$ cat config.mk
export PLATFORM = sky130hd
export DESIGN_NAME = dmi_arb_flat
export DESIGN_NICKNAME = d
export VERILOG_FILES = /design/src/rtl/dm.sv /design/src/rtl/dmi_arb_pkg.sv /design/src/rtl/dmi_arb_if.sv /design/src/rtl/dmi_arb_rr.sv /design/src/rtl/dmi_arb.sv /design/src/flat_wrapper.sv
export SDC_FILE = /design/constraint.sdc
export NUM_CORES = 1
export LEC_CHECK = 0
export CORE_MARGIN = 2
export CORE_UTILIZATION = 32
export CTS_CLUSTER_DIAMETER = 120
export DETAILED_ROUTE_END_ITERATION = 8
export PLACE_DENSITY = 0.78
export SLEW_MARGIN = 20
export SYNTH_ARGS = -nofsm -noshare
export SYNTH_HDL_FRONTEND = slang
export SYNTH_SLANG_ARGS = --single-unit
$ cat constraint.sdc
create_clock -name clk_i -period 2.1 [get_ports clk_i]
set_clock_uncertainty 0.2 [all_clocks]
set_input_delay 0.42 -clock clk_i [delete_from_list [all_inputs] [get_ports clk_i]]
set_output_delay 0.42 -clock clk_i [all_outputs]
set_load 0.005 [all_outputs]
$ cat src/rtl/dm.sv
// Debug Module shared types: DMI request/response bundles and DTM opcodes.
package dm;

  typedef enum logic [1:0] {
    DTM_NOP      = 2'h0,
    DTM_READ     = 2'h1,
    DTM_WRITE    = 2'h2,
    DTM_RESERVED = 2'h3
  } dtm_op_e;

  typedef struct packed {
    logic [6:0]  addr;
    dtm_op_e     op;
    logic [31:0] data;
  } dmi_req_t;

  typedef struct packed {
    logic [31:0] data;
    logic [1:0]  resp;
  } dmi_resp_t;

  localparam logic [1:0] DMI_RESP_ERR = 2'h2;

endpackage

$ cat src/rtl/dmi_arb_pkg.sv
// Local helpers for the DMI arbiter slice.
// Index widths never collapse to zero bits.
package dmi_arb_pkg;

  function automatic int unsigned idx_w(input int unsigned n);
    return (n > 1) ? $clog2(n) : 1;
  endfunction

endpackage

$ cat src/rtl/dmi_arb_if.sv
// DMI arbiter bus bundle: per-master request/response side plus DM side.
// slave modport is the arbiter's view, master modport the surrounding logic.
interface dmi_arb_if #(
  parameter int unsigned NumPorts = 2
);
  import dm::*;

  dmi_req_t  [NumPorts-1:0] slv_dmi_req_i;
  logic      [NumPorts-1:0] slv_dmi_valid_i;
  logic      [NumPorts-1:0] slv_dmi_ready_o;
  dmi_resp_t [NumPorts-1:0] slv_dmi_resp_o;
  logic      [NumPorts-1:0] slv_dmi_valid_o;
  logic      [NumPorts-1:0] slv_dmi_ready_i;

  dmi_req_t  core_dmi_req_o;
  logic      core_dmi_valid_o;
  logic      core_dmi_ready_i;
  dmi_resp_t core_dmi_resp_i;
  logic      core_dmi_valid_i;
  logic      core_dmi_ready_o;

  modport slave (
    input  slv_dmi_req_i, slv_dmi_valid_i, slv_dmi_ready_i,
    input  core_dmi_ready_i, core_dmi_resp_i, core_dmi_valid_i,
    output slv_dmi_ready_o, slv_dmi_resp_o, slv_dmi_valid_o,
    output core_dmi_req_o, core_dmi_valid_o, core_dmi_ready_o
  );

  modport master (
    output slv_dmi_req_i, slv_dmi_valid_i, slv_dmi_ready_i,
    output core_dmi_ready_i, core_dmi_resp_i, core_dmi_valid_i,
    input  slv_dmi_ready_o, slv_dmi_resp_o, slv_dmi_valid_o,
    input  core_dmi_req_o, core_dmi_valid_o, core_dmi_ready_o
  );

endinterface

$ cat src/rtl/dmi_arb_rr.sv
// Round-robin grant: first valid port at or after prio_i, wrapping.
// Purely combinational; independent of any ready.
module dmi_arb_rr
  import dmi_arb_pkg::*;
#(
  parameter int unsigned NumPorts = 2,
  localparam int unsigned IdW = idx_w(NumPorts)
) (
  input  logic [NumPorts-1:0] valid_i,
  input  logic [IdW-1:0]      prio_i,
  output logic [NumPorts-1:0] gnt_o,
  output logic [IdW-1:0]      idx_o,
  output logic                any_o
);

  logic [IdW:0] j;

  always_comb begin
    gnt_o = '0;
    idx_o = '0;
    any_o = 1'b0;
    j     = '0;
    for (int unsigned k = 0; k < NumPorts; k++) begin
      j = {1'b0, prio_i} + (IdW+1)'(k);
      if (j >= (IdW+1)'(NumPorts)) j = j - (IdW+1)'(NumPorts);
      if (!any_o && valid_i[j[IdW-1:0]]) begin
        any_o              = 1'b1;
        gnt_o[j[IdW-1:0]]  = 1'b1;
        idx_o              = j[IdW-1:0];
      end
    end
  end

endmodule

$ cat src/rtl/dmi_arb.sv
// N-to-1 DMI arbiter with registered request path and in-order ID queue.
// Optional response watchdog: define DMI_ARB_TIMEOUT_EN.
module dmi_arb
  import dm::*;
  import dmi_arb_pkg::*;
#(
  parameter int unsigned NumPorts       = 2,
  parameter int unsigned MaxOutstanding = 2,
  parameter int unsigned TimeoutCycles  = 1024
) (
  input  logic      clk_i,
  input  logic      rst_i,
  dmi_arb_if.slave  bus
);

  localparam int unsigned IdW  = idx_w(NumPorts);
  localparam int unsigned PtrW = idx_w(MaxOutstanding);
  localparam int unsigned CntW = $clog2(MaxOutstanding + 1);

  if (NumPorts < 2 || MaxOutstanding < 1 || TimeoutCycles < 1) begin : g_bad
    $error("dmi_arb: illegal parameter set");
  end

  function automatic logic [PtrW-1:0] nxt(input logic [PtrW-1:0] p);
    return (p == PtrW'(MaxOutstanding - 1)) ? '0 : p + PtrW'(1);
  endfunction

  dmi_req_t        req_q, req_d;
  logic            vld_q, vld_d;
  logic [IdW-1:0]  prio_q, prio_d;
  logic [IdW-1:0]  id_q [MaxOutstanding];
  logic [PtrW-1:0] wptr_q, wptr_d, rptr_q, rptr_d;
  logic [CntW-1:0] cnt_q, cnt_d;

  logic [NumPorts-1:0] gnt, rsp_vld;
  logic [IdW-1:0]      gnt_idx, head;
  logic                any_vld, can_acc, push, pop, has_head, core_rdy;
  dmi_resp_t           rsp;

  dmi_arb_rr #(.NumPorts(NumPorts)) u_rr (
    .valid_i (bus.slv_dmi_valid_i),
    .prio_i  (prio_q),
    .gnt_o   (gnt),
    .idx_o   (gnt_idx),
    .any_o   (any_vld)
  );

  assign has_head = cnt_q != '0;
  assign head     = id_q[rptr_q];
  // count is checked before any same-cycle pop: no full-bypass
  assign can_acc  = (!vld_q || bus.core_dmi_ready_i)
                 && (cnt_q < CntW'(MaxOutstanding)) && !rst_i;
  assign push     = any_vld && can_acc;

  assign bus.slv_dmi_ready_o  = can_acc ? gnt : '0;
  assign bus.core_dmi_req_o   = req_q;
  assign bus.core_dmi_valid_o = vld_q;
  assign bus.slv_dmi_valid_o  = rsp_vld;
  assign bus.slv_dmi_resp_o   = {NumPorts{rsp}};
  assign bus.core_dmi_ready_o = core_rdy;

`ifdef DMI_ARB_TIMEOUT_EN
  localparam int unsigned WdW = $clog2(TimeoutCycles + 1);
  localparam dmi_resp_t TmoResp = '{data: 32'h0, resp: DMI_RESP_ERR};

  logic [WdW-1:0] wd_q, wd_d;
  logic [7:0]     stale_q, stale_d;
  logic           tmo;

  assign tmo = has_head && (wd_q == WdW'(TimeoutCycles));
`endif

  always_comb begin
    rsp_vld  = '0;
    rsp      = bus.core_dmi_resp_i;
    core_rdy = 1'b1;
    pop      = 1'b0;
    if (has_head) begin
      rsp_vld[head] = bus.core_dmi_valid_i;
      core_rdy      = bus.slv_dmi_ready_i[head];
      pop           = bus.core_dmi_valid_i && core_rdy;
    end
`ifdef DMI_ARB_TIMEOUT_EN
    // late answers for timed-out requests are swallowed
    if (stale_q != '0) begin
      rsp_vld  = '0;
      core_rdy = 1'b1;
      pop      = 1'b0;
    end
    if (tmo) begin
      rsp_vld       = '0;
      rsp_vld[head] = 1'b1;
      rsp           = TmoResp;
      core_rdy      = bus.slv_dmi_ready_i[head];
      pop           = core_rdy;
    end
`endif
    if (rst_i) begin
      rsp_vld = '0;
      rsp     = '0;
    end
  end

  always_comb begin
    req_d  = req_q;
    vld_d  = vld_q && !bus.core_dmi_ready_i;
    prio_d = prio_q;
    wptr_d = wptr_q;
    rptr_d = rptr_q;
    if (push) begin
      req_d  = bus.slv_dmi_req_i[gnt_idx];
      vld_d  = 1'b1;
      prio_d = (gnt_idx == IdW'(NumPorts - 1)) ? '0 : gnt_idx + IdW'(1);
      wptr_d = nxt(wptr_q);
    end
    if (pop) rptr_d = nxt(rptr_q);
    cnt_d = cnt_q + CntW'(push) - CntW'(pop);
  end

  always_ff @(posedge clk_i) begin
    if (rst_i) begin
      req_q  <= '0;
      vld_q  <= 1'b0;
      prio_q <= '0;
      wptr_q <= '0;
      rptr_q <= '0;
      cnt_q  <= '0;
      for (int i = 0; i < MaxOutstanding; i++) id_q[i] <= '0;
    end else begin
      req_q  <= req_d;
      vld_q  <= vld_d;
      prio_q <= prio_d;
      wptr_q <= wptr_d;
      rptr_q <= rptr_d;
      cnt_q  <= cnt_d;
      if (push) id_q[wptr_q] <= gnt_idx;
    end
  end

`ifdef DMI_ARB_TIMEOUT_EN
  always_comb begin
    wd_d = (pop || !has_head) ? '0 : (tmo ? wd_q : wd_q + WdW'(1));
    stale_d = stale_q;
    if (tmo && pop) begin
      if (!bus.core_dmi_valid_i && stale_q != '1) stale_d = stale_q + 8'd1;
    end else if (stale_q != '0 && bus.core_dmi_valid_i) begin
      stale_d = stale_q - 8'd1;
    end
  end

  always_ff @(posedge clk_i) begin
    if (rst_i) begin
      wd_q    <= '0;
      stale_q <= '0;
    end else begin
      wd_q    <= wd_d;
      stale_q <= stale_d;
    end
  end
`endif

endmodule

$ cat src/flat_wrapper.sv
// flat-port wrapper written by rule: the top's interface ports become plain ports
module dmi_arb_flat import dm::*; import dmi_arb_pkg::*;
#(
  parameter int unsigned NumPorts       = 2,
  parameter int unsigned MaxOutstanding = 2,
  parameter int unsigned TimeoutCycles  = 1024
)
  (clk_i, rst_i, bus_slv_dmi_req_i, bus_slv_dmi_valid_i, bus_slv_dmi_ready_i, bus_core_dmi_ready_i, bus_core_dmi_resp_i, bus_core_dmi_valid_i, bus_slv_dmi_ready_o, bus_slv_dmi_resp_o, bus_slv_dmi_valid_o, bus_core_dmi_req_o, bus_core_dmi_valid_o, bus_core_dmi_ready_o);
  dmi_arb_if #(.NumPorts(NumPorts)) bus_i ();
  input  logic clk_i;
  input  logic rst_i;
  input wire logic [$bits(bus_i.slv_dmi_req_i)-1:0] bus_slv_dmi_req_i;
  input wire logic [$bits(bus_i.slv_dmi_valid_i)-1:0] bus_slv_dmi_valid_i;
  input wire logic [$bits(bus_i.slv_dmi_ready_i)-1:0] bus_slv_dmi_ready_i;
  input wire logic [$bits(bus_i.core_dmi_ready_i)-1:0] bus_core_dmi_ready_i;
  input wire logic [$bits(bus_i.core_dmi_resp_i)-1:0] bus_core_dmi_resp_i;
  input wire logic [$bits(bus_i.core_dmi_valid_i)-1:0] bus_core_dmi_valid_i;
  output wire logic [$bits(bus_i.slv_dmi_ready_o)-1:0] bus_slv_dmi_ready_o;
  output wire logic [$bits(bus_i.slv_dmi_resp_o)-1:0] bus_slv_dmi_resp_o;
  output wire logic [$bits(bus_i.slv_dmi_valid_o)-1:0] bus_slv_dmi_valid_o;
  output wire logic [$bits(bus_i.core_dmi_req_o)-1:0] bus_core_dmi_req_o;
  output wire logic [$bits(bus_i.core_dmi_valid_o)-1:0] bus_core_dmi_valid_o;
  output wire logic [$bits(bus_i.core_dmi_ready_o)-1:0] bus_core_dmi_ready_o;
  assign bus_i.slv_dmi_req_i = bus_slv_dmi_req_i;
  assign bus_i.slv_dmi_valid_i = bus_slv_dmi_valid_i;
  assign bus_i.slv_dmi_ready_i = bus_slv_dmi_ready_i;
  assign bus_i.core_dmi_ready_i = bus_core_dmi_ready_i;
  assign bus_i.core_dmi_resp_i = bus_core_dmi_resp_i;
  assign bus_i.core_dmi_valid_i = bus_core_dmi_valid_i;
  assign bus_slv_dmi_ready_o = bus_i.slv_dmi_ready_o;
  assign bus_slv_dmi_resp_o = bus_i.slv_dmi_resp_o;
  assign bus_slv_dmi_valid_o = bus_i.slv_dmi_valid_o;
  assign bus_core_dmi_req_o = bus_i.core_dmi_req_o;
  assign bus_core_dmi_valid_o = bus_i.core_dmi_valid_o;
  assign bus_core_dmi_ready_o = bus_i.core_dmi_ready_o;
  dmi_arb #(.NumPorts(NumPorts), .MaxOutstanding(MaxOutstanding), .TimeoutCycles(TimeoutCycles)) u_core (.clk_i(clk_i), .rst_i(rst_i), .bus(bus_i));
endmodule
# Yosys cells after proc, flatten, opt, wreduce, memory -nomap -nowiden
# Memories as Yosys holds them, arrays and structs flattened. A register that Yosys moved wholly into a read port is not among the register bits.
# Index checks and enable logic that the tools add are counted.
# Widths: inputs -> output; s select.
totals:
  ff_bits: 47
  ramBits: 2
  in_bits: 124
  out_inout_bits: 115
  wordCells: 87
  mem_count: 1
op_classes:
  addsub: 8
  order_cmp: 10
  n_mux: 42
  bitwise: 2
  n_reduce_logical: 16
memory_table:
  columns: ["name", "depth", "word_bits", "rd", "rd_clocked_by_memory_dff", "wr", "line_no", "text"]
  rows:
  - ["u_core.id_q", 2, 1, 1, 1, 2, "dmi_arb.sv:31", "logic [IdW-1:0] id_q [MaxOutstanding];"]
op_table:
  columns: ["operator", "n"]
  rows:
  - ["$mux 41", 2]
  - ["$mux 34", 1]
  - ["$mux 1", 31]
  - ["$mux 2", 5]
  - ["$logic_and 1x1->1", 9]
  - ["$lt 1x2->1 const B", 4]
  - ["$logic_not 1->1", 4]
  - ["$add 1x1->1 const B", 3]
  - ["$demux 1 s1", 3]
  - ["$ge 1x1->1 const B", 3]
  - ["$add 1x1->2 const B", 1]
  - ["$add 2x1->2", 1]
  - ["$and 2x2->2", 1]
  - ["$ge 1x2->1 const B", 1]
  - ["$ge 2x2->1 const B", 1]
  - ["$lt 2x2->1 const B", 1]
  - ["$or 2x2->2", 1]
  - ["$reduce_bool 2->1", 1]
  - ["$sub 1x1->1 const B", 2]
  - ["$sub 2x1->2", 1]
  - ["$logic_or 1x1->1", 1]
  - ["$reduce_or 1->1", 1]

# Logic depth before layout (Yosys ltp)
# Gate-level depths: netlist (run 1).
logic_depth:
  ltp_word: 14
  mapped_depth: 9

# By module
# Synthesis (run 1) repeated with hierarchy kept, for this count alone.
unflattened:
  hier_cells: 305
  hier_area_um2: 2872.8
modules_own_cells:
  columns: ["module", "n_inst", "cells_each", "area_per_inst_um2", "seq_area_each_um2"]
  rows:
  - ["dmi_arb", 1, 300, 2840.2, 1021.0]
  - ["dmi_arb_rr", 1, 5, 32.5, 0.0]

# Worst setup path before layout (run 1)
# OpenSTA, ideal clock, no wires.
synth_path:
  path_kind: "register to register"
  startpoint: "register (tool-made name)"
  endpoint: "register u_core.cnt_q[0]"
  arrival_time_ns: 1.609
  setup_slack_ns: 0.163
  stages_incl_launch_ff: 7
  path_buffers: 0
  cell_sequence: "dfxtp_1 > mux2i_1 > mux2i_1 > ha_1 > inv_1 > ha_1 > nor2b_1"
synth_rtl:
  columns: ["item", "line_no", "text"]
  rows:
  - ["end signal, assigned", "dmi_arb.sv:135", "cnt_q <= cnt_d;"]
  - ["end, declared", "dmi_arb.sv:33", "logic [CntW-1:0] cnt_q, cnt_d;"]

# Final worst setup path (run 1)
layout_path:
  startpoint: "input bus_core_dmi_ready_i"
  endpoint: "output bus_slv_dmi_ready_o[0]"
layout_between:
  elab_chain_cells: 4
layout_rtl:
  columns: ["item", "line_no", "text"]
  rows:
  - ["start, declared", "flat_wrapper.sv:15", "input wire logic [$bits(bus_i.core_dmi_ready_i)-1:0] bus_core_dmi_ready_i;"]
  - ["$logic_or 1x1->1", "dmi_arb.sv:51", "assign can_acc = (!vld_q || bus.core_dmi_ready_i)"]
  - ["$logic_and 1x1->1 (2 in a row)", "dmi_arb.sv:52", "&& (cnt_q < CntW'(MaxOutstanding)) && !rst_i;"]
  - ["$mux 2", "dmi_arb.sv:55", "assign bus.slv_dmi_ready_o = can_acc ? gnt : '0;"]
  - ["end, declared", "flat_wrapper.sv:18", "output wire logic [$bits(bus_i.slv_dmi_ready_o)-1:0] bus_slv_dmi_ready_o;"]
# Every way passes these cells.

==> metrics.txt, run 1 <==
number of setup violations in the final report 0; buffer levels on the longest clock path 2; leading cell type in the layout, fill and taps excluded clkdlybuf4s50_1; number of global-route vias before repair 3527; mean post-synth cell area 9.13 um^2; final net count 692; share of synthesized area occupied by flip-flops and latches 0.301; clock transition at the registers of the reported paths about 0.09 ns; worst hold path cell count 2; FP Rows 37; Post-DRT Antenna Nets 0; Yosys cell types 37; final worst path period share 0.969; Max-slew headroom 0.593; share of post-route cells with drive strength above 1 0.217; net switching power figure approximately 1.2 mW; post-synth net total between 400 and 500; max frequency 0.492 GHz; Max Fanout on Critical Path 4; Gate power share 0.495; via count 3701; startpoint class of the critical path input pin; count of flip-flops with a built-in enable after synthesis 2; cell internal pwr 2.37 mW; vias per cell 5.26; fraction of power spent switching nets 0.338; Worst Slack Setup Final approximately 0.066 ns; total inserted antenna cells 0; hold bufs inserted after CTS 0; worst slack at placement -0.452 ns; routed length per instance 17.4 um; final wirelength 12.2 mm; worst min-delay path category register to register; cell area after placement 5720 um^2; total congestion overflow after global routing 0; kind of capture point of the worst setup path primary output; post-layout power 3.59 mW; unrepaired setup endpoints after global routing yes; most frequent cells in the layout clkdlybuf4s50_1, dlygate4sd2_1, dfxtp_1; area of the core region 10300 um^2; DRC errors left 0; H-tree Lvls 2; Die X between 100 and 150 um; slew at the pin closest to its max-slew limit 0.610 ns; largest net degree at the start of global routing 83; Iteration-0 DRC Markers 184; Synth warnings 0; share of synthesized flip-flops with an asynchronous set or reset 0; power per cell area about 610 nW/um^2; start point of the worst min-delay path u_core.bus.core_dmi_req_o[27]; number of top-level design ports 239; worst reg2reg setup slack 0.13 ns; Area Overhead vs Synth 73.4%; number of clock sinks 50; worst min-delay path endpoint u_core.bus.core_dmi_req_o[27]; Tot GR Track Use 0.199; MaxCap Viol Count 0; detailed-router iteration count before antenna repair 4; Critical R2R Launch u_core.cnt_q[1]; number of hold violations in the final report 0; effective utilization at floorplan 0.329; final std cells w/o fill roughly 700; flip-flop and latch count after synthesis 50; number of buffers created by CTS 5; total non-filler cell area in the finished layout 5890 um^2; cell count after synthesis 372; antenna violations before repair 0; result of the run complete, no violations; Final min period 2.03 ns; final RePlAce weighted congestion between 0.8 and 0.9; Clk Tree Root Cell clkbuf_8; Skew-Pair Late Insertion Delay approximately 0.30 ns; Pins Over Slew Limit 0; leakage component of the power 2.27 nW; post-synth design cell area about 3400 um^2; hpwl dp approximately 9.3 mm; die footprint 11500 um^2; CTS tree done; number of input and output port buffers inserted 238; Worst Reg-to-Reg Cells 6; data required time of the worst path 1.48 ns; Flop pwr share 0.346; startpoint-to-endpoint class of the critical path input pin to primary output; VDD IR max 0.331 mV; vertical extent of the die 107 um; data arrival time of the critical path 1.41 ns; top flip-flop cell by instance count after synthesis dfxtp_1; Critical R2R Capture u_core.bus.core_dmi_req_o[16]; portion of total power attributed to the clock network 0.159; first-pass GRT wire length 18.3 mm; Placed Cells incl. Taps 693
[power groups by stage]
stage / sequential [mW] / clock, mW / combinational, mW
2_1_floorplan: 1.25 / 0 / 0.909
3_3_place_gp: 1.25 / 0 / 1.74
3_5_place_dp: 1.26 / 0 / 1.78
4_1_cts: 1.24 / 0.587 / 1.76
5_1_grt: 1.26 / 0.620 / 1.92
6_report: 1.24 / 0.570 / 1.77
[registers in the layout, indices dropped and copies added, names as in the netlist, named ones only]
name	cells
u_core.bus.core_dmi_req_o	41
u_core.prio_q	1
u_core.wptr_q	1
u_core.id_q	2
u_core.bus.core_dmi_valid_o	1
u_core.cnt_q	2
u_core.rptr_q	1
[routing by layer]
layer | track usage | wire length (um) | share of wire
met1 | 0.218 | 4570 | 0.37
met3 | 0.0523 | 997 | 0.082
met4 | 0.0538 | 243 | 0.020
met2 | 0.374 | 6390 | 0.52
met5 | 0 | 0 | 0
[final cells by class]
cell class / instances / area, um^2
Clock buffer: 5 / 68.8
Inverter: 5 / 18.8
Clock inverter: 3 / 21.3
Fill cell: 941 / 4430
Tap cell: 136 / 170
Sequential cell: 50 / 1020
Multi-Input combinational cell: 237 / 2020
Timing Repair Buffer: 267 / 2570
[worst max-delay path, cell delays in order]
cell and delay (ns):
clkdlybuf4s50_1 0.39, nand2b_2 0.21, and4_1 0.18, clkdlybuf4s15_2 0.21
[worst max-delay path by stage]
stage,from,end
2_1_floorplan,register,u_core.cnt_q[0]
3_3_place_gp,bus_slv_dmi_valid_i[0],bus_slv_dmi_ready_o[1]
3_5_place_dp,bus_slv_dmi_valid_i[0],bus_slv_dmi_ready_o[1]
4_1_cts,u_core.id_q[0],bus_core_dmi_ready_o
5_1_grt,u_core.id_q[0],bus_core_dmi_ready_o
6_report,bus_core_dmi_ready_i,bus_slv_dmi_ready_o[0]
[cells in the mapped netlist, types with 3 or more instances]
master	instances	area, um^2
nor3_1	3	15.0
buf_4	36	270
nor2_1	4	15.0
nand2b_1	3	18.8
inv_1	4	15.0
o21ai_0	33	165
a311oi_2	38	571
clkbuf_1	24	90.1
o21ai_1	10	50.1
nor2b_1	36	225
a31oi_1	42	263
mux2i_1	3	30.0
a311oi_1	3	26.3
buf_2	13	65.1
dfxtp_1	48	961
buf_6	6	67.6
nand3b_1	41	308
[per-stage QoR]
stage / utilization / setup TNS [ns] / hold slack [ns]
finish: 0.570 / 0 / 0.351
global route: 0.570 / -0.0480 / 0.373
CTS: 0.567 / 0 / 0.357
detailed placement: 0.554 / -20.45 / 0.343
global placement: 0.554 / -17.88 / 0.327
floorplan: - / 0 / 0.293
[cells by family after synthesis]
group / after synthesis / share of synthesized area
muxes: 5 / 0.0155
AOI/OAI and AO/OA: 133 / 0.331
buffers and inverters: 85 / 0.152
DFF: 50 / 0.301
adders and majority gates: 2 / 0.00737
xor gates and xnor gates: 2 / 0.00516
and+or+nand+nor: 95 / 0.188
[timing repair]
item,in CTS,in global routing
pin swaps,1,1
gates resized for setup,121,9
endpoints found under the setup margin,73,7
setup buffers,1,1
Note: power is estimated with default switching activity, not from simulation.
==> run 2, diff against run 1 <==
SKIP_LAST_GASP = 1   (was not set)
==> results of run 2 <==
No change in the layout: final DEF, timing and power equal those of run 1.
==> run 3, diff against run 2 <==
CTS_CLUSTER_DIAMETER = not set   (was 120)
==> results of run 3 <==
No change in the layout: final DEF, timing and power equal those of run 1.
